`config.mk`:
```
export PLATFORM = sky130hd
export DESIGN_NAME = pc_fetch_ctrl
export DESIGN_NICKNAME = d
export VERILOG_FILES = /design/src/rtl/pc_fetch_pkg.sv /design/src/rtl/pc_fetch_ctrl_out_buf.sv /design/src/rtl/pc_fetch_ctrl.sv
export SDC_FILE = /design/constraint.sdc
export NUM_CORES = 1
export LEC_CHECK = 0
export ABC_AREA = 1
export CORE_ASPECT_RATIO = 0.6
export CORE_MARGIN = 4
export CORE_UTILIZATION = 45
export CTS_BUF_LIST = sky130_fd_sc_hd__clkbuf_8
export CTS_CLUSTER_DIAMETER = 80
export DETAILED_ROUTE_END_ITERATION = 8
export GPL_ROUTABILITY_DRIVEN = 1
export GPL_TIMING_DRIVEN = 0
export PLACE_DENSITY = 0.87
export SLEW_MARGIN = 20
export SYNTH_ARGS = -nofsm -noshare
export SYNTH_HDL_FRONTEND = slang
export SYNTH_SLANG_ARGS = --single-unit
```
`constraint.sdc`:
```
create_clock -name clk -period 1.76 [get_ports clk]
set_clock_uncertainty 0.1 [all_clocks]
set_input_delay 0.352 -clock clk [delete_from_list [all_inputs] [get_ports clk]]
set_output_delay 0.352 -clock clk [all_outputs]
set_load 0.005 [all_outputs]
```
`src/rtl/pc_fetch_pkg.sv`:
```
// Shared types and constants for the instruction-fetch sequencer.
// Used by pc_fetch_ctrl and its one-entry output buffer.
package pc_fetch_pkg;

  typedef enum logic [1:0] {
    IDLE  = 2'd0,
    FETCH = 2'd1,
    DRAIN = 2'd2,
    HALT  = 2'd3
  } fetch_state_t;

  localparam int INSTR_WIDTH = 32;
  localparam int PC_INC      = 4;

  // Instruction addresses are word aligned; any set low bit makes a bad target.
  function automatic logic is_misaligned(input logic [1:0] addr_lsb);
    return addr_lsb != 2'b00;
  endfunction

endpackage

```
`src/rtl/pc_fetch_ctrl_out_buf.sv`:
```
// One-entry buffer holding the fetched instruction and its address until decode takes it.
// Flush wins over load, and load wins over consume.
module fetch_out_buf
  import pc_fetch_pkg::*;
#(
  parameter int ADDRESS_WIDTH = 12
) (
  input  logic                     clk,
  input  logic                     rst,
  input  logic                     load,
  input  logic                     consume,
  input  logic                     flush,
  input  logic [INSTR_WIDTH-1:0]   load_instr,
  input  logic [ADDRESS_WIDTH-1:0] load_pc,
  output logic                     instr_valid,
  output logic [INSTR_WIDTH-1:0]   instr,
  output logic [ADDRESS_WIDTH-1:0] instr_pc
);

  // NOTE: the payload is a single register, not a memory array, so it is reset
  // along with the valid bit; decode then never sees stale X after reset.
  always_ff @(posedge clk or negedge rst) begin
    if (!rst) begin
      instr_valid <= 1'b0;
      instr       <= '0;
      instr_pc    <= '0;
    end else if (flush) begin
      instr_valid <= 1'b0;
      instr       <= '0;
      instr_pc    <= '0;
    end else if (load) begin
      instr_valid <= 1'b1;
      instr       <= load_instr;
      instr_pc    <= load_pc;
    end else if (consume) begin
      instr_valid <= 1'b0;
    end
  end

endmodule

```
`src/rtl/pc_fetch_ctrl.sv`:
```
// Instruction-fetch sequencer: PC register, redirect adder and fetch FSM.
// Optional misaligned-redirect trap is enabled by defining PC_FETCH_MISALIGN_TRAP_EN.
module pc_fetch_ctrl
  import pc_fetch_pkg::*;
#(
  parameter int                       ADDRESS_WIDTH = 12,
  parameter logic [ADDRESS_WIDTH-1:0] RESET_PC      = '0
) (
  input  logic                     clk,
  input  logic                     rst,
  output logic                     imem_req,
  output logic [ADDRESS_WIDTH-1:0] imem_addr,
  input  logic                     imem_ack,
  input  logic [INSTR_WIDTH-1:0]   imem_rdata,
  input  logic                     redirect_valid,
  input  logic [ADDRESS_WIDTH-1:0] redirect_base,
  input  logic [ADDRESS_WIDTH-1:0] redirect_imm,
  input  logic                     stall,
  output logic                     instr_valid,
  output logic [INSTR_WIDTH-1:0]   instr,
  output logic [ADDRESS_WIDTH-1:0] instr_pc,
  output logic                     misalign_trap
);

  localparam logic [ADDRESS_WIDTH-1:0] PC_STEP    = ADDRESS_WIDTH'(PC_INC);
  localparam logic [ADDRESS_WIDTH-1:0] ALIGN_MASK = ~ADDRESS_WIDTH'(3);

  fetch_state_t             state;
  logic [ADDRESS_WIDTH-1:0] pc;
  logic [ADDRESS_WIDTH-1:0] drain_target;
  logic                     req_pending;
  logic [ADDRESS_WIDTH-1:0] raw_target;
  logic [ADDRESS_WIDTH-1:0] target;
  logic                     target_bad;
  logic                     ack_fire;
  logic                     buf_load;
  logic                     buf_consume;
  logic                     buf_flush;

  // Adder result is truncated to the address width, so overflow wraps silently.
  assign raw_target = redirect_base + redirect_imm;

`ifdef PC_FETCH_MISALIGN_TRAP_EN
  assign target     = raw_target;
  assign target_bad = is_misaligned(raw_target[1:0]);
`else
  assign target     = raw_target & ALIGN_MASK;
  assign target_bad = 1'b0;
`endif

  assign imem_addr = pc;

  // NOTE: every output of this always_comb gets a value before the case, so no
  // path leaves it unassigned and no latch is inferred.
  always_comb begin
    imem_req = 1'b0;
    unique case (state)
      IDLE:  imem_req = 1'b0;
      FETCH: imem_req = req_pending || !instr_valid || !stall;
      DRAIN: imem_req = 1'b1;
      HALT:  imem_req = req_pending;
    endcase
  end

  assign ack_fire    = imem_req && imem_ack;
  assign buf_load    = ack_fire && (state == FETCH) && !redirect_valid;
  assign buf_consume = instr_valid && !stall;
  assign buf_flush   = redirect_valid || (state == HALT);

  // NOTE: state registers use non-blocking assignments so every branch reads the
  // pre-edge values of pc/state regardless of statement order.
  always_ff @(posedge clk or negedge rst) begin
    if (!rst) begin
      state        <= IDLE;
      pc           <= RESET_PC;
      drain_target <= RESET_PC;
      req_pending  <= 1'b0;
    end else begin
      req_pending <= imem_req && !imem_ack;
      unique case (state)
        IDLE: begin
          if (redirect_valid && target_bad) begin
            state <= HALT;
          end else begin
            state <= FETCH;
            if (redirect_valid) pc <= target;
          end
        end
        FETCH: begin
          if (redirect_valid) begin
            if (target_bad) begin
              state <= HALT;
            end else if (imem_req && !imem_ack) begin
              // Memory still owes us a word; keep the old address until it lands.
              drain_target <= target;
              state        <= DRAIN;
            end else begin
              pc <= target;
            end
          end else if (ack_fire) begin
            pc <= pc + PC_STEP;
          end
        end
        DRAIN: begin
          if (redirect_valid && target_bad) begin
            state <= HALT;
          end else if (imem_ack) begin
            pc    <= redirect_valid ? target : drain_target;
            state <= FETCH;
          end else if (redirect_valid) begin
            drain_target <= target;
          end
        end
        HALT: state <= HALT;
      endcase
    end
  end

`ifdef PC_FETCH_MISALIGN_TRAP_EN
  logic trap_q;

  always_ff @(posedge clk or negedge rst) begin
    if (!rst) begin
      trap_q <= 1'b0;
    end else if (redirect_valid && target_bad) begin
      trap_q <= 1'b1;
    end
  end

  assign misalign_trap = trap_q;
`else
  assign misalign_trap = 1'b0;
`endif

  fetch_out_buf #(
    .ADDRESS_WIDTH(ADDRESS_WIDTH)
  ) u_out_buf (
    .clk        (clk),
    .rst        (rst),
    .load       (buf_load),
    .consume    (buf_consume),
    .flush      (buf_flush),
    .load_instr (imem_rdata),
    .load_pc    (pc),
    .instr_valid(instr_valid),
    .instr      (instr),
    .instr_pc   (instr_pc)
  );

  // An issued request must hold its address until memory acknowledges it.
  req_hold_a: assert property (@(posedge clk) disable iff (!rst)
    (imem_req && !imem_ack) |=> (imem_req && $stable(imem_addr)));

  // A fill must never overwrite an entry decode has not taken yet.
  no_overwrite_a: assert property (@(posedge clk) disable iff (!rst)
    !(buf_load && instr_valid && stall));

endmodule

```
==> flow_metrics.env <==
export IMPL_outcome="complete, but fails checks"
export IMPL_violations="setup timing"
export IMPL_crit_family="buffers and inverters"
export IMPL_finalCritPeriodShare=1.16
export IMPL_switching_share=0.274
export IMPL_core_area_um2=9160
export IMPL_ys_types=36
export IMPL_tritoncts="yes"
export IMPL_grt_pass1_vias=4668
export IMPL_dpl_cell_area_um2=5580
export IMPL_avgSynthCellArea_um2=7.55
export IMPL_p_seq_frac=0.478
export IMPL_wl_um=15400
export IMPL_drcViolationCount=0
export IMPL_tightest_slew_ps=597
export IMPL_worst_ep_required_time_ps=1930
export IMPL_postLayoutCoreUtil=0.740
export IMPL_n_antenna_cell=0
export IMPL_htree_levels=3
export IMPL_synthAdderAreaFrac=0.0505
export IMPL_clk_latency_ps=370
export IMPL_path_cells="inv_4, buf_4, buf_4, ha_4, clkinvlp_4, nor3_1, nand2_1, o21ai_0"
export IMPL_crit_buf_inv=4
export IMPL_crit_fanout=7
export IMPL_start_util=0.460
export IMPL_yosysTopAreaCell="dfrtp_1"
export IMPL_endpoint_kind="flip-flop"
export IMPL_cpPeakStageDelay_ps=450
export IMPL_first_pass_iters=6
export IMPL_clockBufferDepth=2
export IMPL_ioPinCount=120
export IMPL_slew_headroom=0.602
export IMPL_fmax_ghz=0.491
export IMPL_leakage_nw=3.36
export IMPL_synth_enable_flop_cells=0
export IMPL_dieArea_um2=11000
export IMPL_synthArstFlopShare=1.00
export IMPL_synth_top_family_by_area="simple AND/OR/NAND/NOR gates"
export IMPL_synthTopCellsByArea="dfrtp_1, nand2_1, nand3_1, inv_1, o21ai_0"
export IMPL_layout_setup_ws_ps=-275
export IMPL_synth_compound_area_share=0.117
export IMPL_globalplace_congestion=0.928
export IMPL_synth_seq_cells=72
export IMPL_worst_setup_path_start_kind="flip-flop"
export IMPL_clkPwrFrac=0.365
export IMPL_post_place_ws_ps=-742
export IMPL_p_sw_mw=0.976
export IMPL_ys_flop_type="dfrtp_1"
export IMPL_period_needed_ps=2040
export IMPL_p_per_area_nw_per_um2=526
export IMPL_routedWlPerCell_um=17.6
export IMPL_min_path_type="in2async"
export IMPL_crit_arrival_ps=2200
export IMPL_drt_vias_per_instance=5.55
export IMPL_slowest_stage="dfrtp_2"
export IMPL_yosysTopAreaCellShare=0.428
export IMPL_drt_antenna_violating_nets=0
export IMPL_cts_sinks=72
export IMPL_p_int_mw=2.58
export IMPL_area_growth_pct=60.7
export IMPL_clkTransAtPathRegs_ps=70
export IMPL_slew_viol_final=0
export IMPL_muxShareOfSynthArea=0
export IMPL_synth_simple_area_share=0.286
export IMPL_synth_nets=636
export IMPL_synth_area_um2=4210
export IMPL_final_nets=817
export IMPL_hold_violations=0
export IMPL_die_h_um=83.0
export IMPL_post_route_cells_drive_above_1_share=0.262
export IMPL_grt_pass1_wl_um=22500
export IMPL_yosys_top_cells_count="nand2_1, inv_1, nand3_1"
export IMPL_rows=27
export IMPL_fin_tns_setup_ps=-10440
export IMPL_worstSetupPathType="reg2reg"
export IMPL_fin_area_um2=6770
export IMPL_grt_max_degree=54
export IMPL_synth_most_common_cell="nand2_1"
export IMPL_first_iter_violations=601
export IMPL_dr_total_vias=4855
export IMPL_syn_inst=558
export IMPL_grt_ovfl_total=0
export IMPL_track_usage=0.250
export IMPL_io_buffer_count=117
export IMPL_n_fill_cell=570
export IMPL_numCtsBuffers=9
export IMPL_die_x_um=133
export IMPL_power_frac_comb=0.158
export IMPL_clockRootBuffer="clkbuf_8"
export IMPL_synthXorXnorAreaFrac=0.00831
export IMPL_power_total_mw=3.56
export IMPL_setup_viol=72
export IMPL_cap_violations=0
export IMPL_hpwlAfterDp_um=9160
export IMPL_ir_worst_vdd_mv=0.425
export IMPL_rsz0062_at_grt="true"
export IMPL_cpMostUsedCell="buf_4"
export IMPL_seq_area_frac_synth=0.428
export IMPL_antenna_found_initial=0
export IMPL_yosysWarnings=0
## registers in the layout, summed over array words and instances (netlist names)
register               count
drain_target              12
imem_addr                 12
u_out_buf.instr_pc        12
state                      2
req_pending                1
u_out_buf.instr_valid      1
u_out_buf.instr           32
## layout make-up
class / count / area [um^2] / area share
flip-flops and latches: 72 / 1810 / 0.267
clock inverters: 7 / 65.1 / 0.00961
plain buffers: 17 / 170 / 0.0251
well taps: 130 / 163 / 0.0240
multi-input cells: 377 / 2380 / 0.352
inverters: 93 / 370 / 0.0547
clock buffers: 9 / 124 / 0.0183
repair buffers: 169 / 1690 / 0.249
## stage by stage
| step | hold slack (ps) | instances |
|---|---|---|
| 2_1_floorplan | -43.6 | 558 |
| 3_3_place_gp | 366 | 805 |
| 3_5_place_dp | 156 | 806 |
| 4_1_cts | 310 | 857 |
| 5_1_grt | 332 | 874 |
| 6_report | 322 | 874 |
## worst reg2reg max path: stages (launching register included)
cell        delay, ps
dfrtp_2           450
inv_4              70
buf_4             130
buf_4             140
ha_4              350
clkinvlp_4        210
nor3_1            280
nand2_1           110
o21ai_0           110
## cells by family (layout without fill, tap and decap cells)
| logic type | count (synthesis) | in the layout |
|---|---|---|
| AOI/OAI and AO/OA | 90 | 90 |
| xor gates and xnor gates | 4 | 4 |
| adders and majority gates | 17 | 17 |
| buffers and inverters | 111 | 295 |
| DFF | 72 | 72 |
| other | 1 | 1 |
| and+or+nand+nor | 263 | 265 |
## placed cells by master (no fill, tap or decap), drive strengths merged
| master | instances |
|---|---|
| inv | 94 |
| nor3 | 3 |
| bufinv | 1 |
| xor2 | 2 |
| ha | 17 |
| o31ai | 1 |
| and2 | 1 |
| clkbuf | 9 |
| dlymetal6s2s | 6 |
| clkdlybuf4s50 | 105 |
| a21boi | 1 |
| o211ai | 1 |
| o21bai | 2 |
| clkinv | 1 |
| conb | 1 |
| nor2 | 34 |
| dlygate4sd2 | 4 |
| or2 | 1 |
| nand4 | 11 |
| xnor2 | 2 |
| nand3b | 2 |
| dfrtp | 72 |
| o21ai | 70 |
| dlygate4sd3 | 1 |
| buf | 70 |
| clkinvlp | 4 |
| nand3 | 77 |
| nand2 | 136 |
| a21oi | 15 |
## layer usage
layer | vias up | track usage | part of all wire
met2 | 335 | 0.414 | 0.49
met1 | 2295 | 0.320 | 0.39
met4 | 0 | 0.0660 | 0.035
li1 | 2156 | - | -
met5 | - | 0 | 0
met3 | 69 | 0.0769 | 0.094
## final timing paths
kind / slack, ps / from / to / depth (start not counted)
setup / recovery: -280 / state[1] / imem_addr[0] / 8
hold / removal: 320 / rst / u_out_buf.instr[10] / 2
setup reg to reg: -280 / state[1] / imem_addr[0] / 8
hold reg to reg: 390 / drain_target[7] / drain_target[7] / 2
max in group asynchronous: 660 / rst / state[0] / 3
min in group clk: 380 / redirect_valid / u_out_buf.instr[1] / 4
## power by group through the flow
stage | Combinational [mW] | Sequential (mW) | Clock, mW
after floorplan | 0.256 | 1.73 | 0
after global placement | 0.468 | 1.73 | 0
after detailed placement | 0.492 | 1.73 | 0
after CTS | 0.531 | 1.70 | 1.30
after global routing | 0.618 | 1.70 | 1.38
final | 0.562 | 1.70 | 1.30
## repair_timing
action,in CTS,in global routing
cloned,7,2
pin swaps,15,8
resized for setup,93,95
endpoints found under the setup margin,81,77
setup buffers,28,16
hold buffers,1,0
endpoints found under the hold margin,19,0
Note: power is estimated with default switching activity, not from simulation.
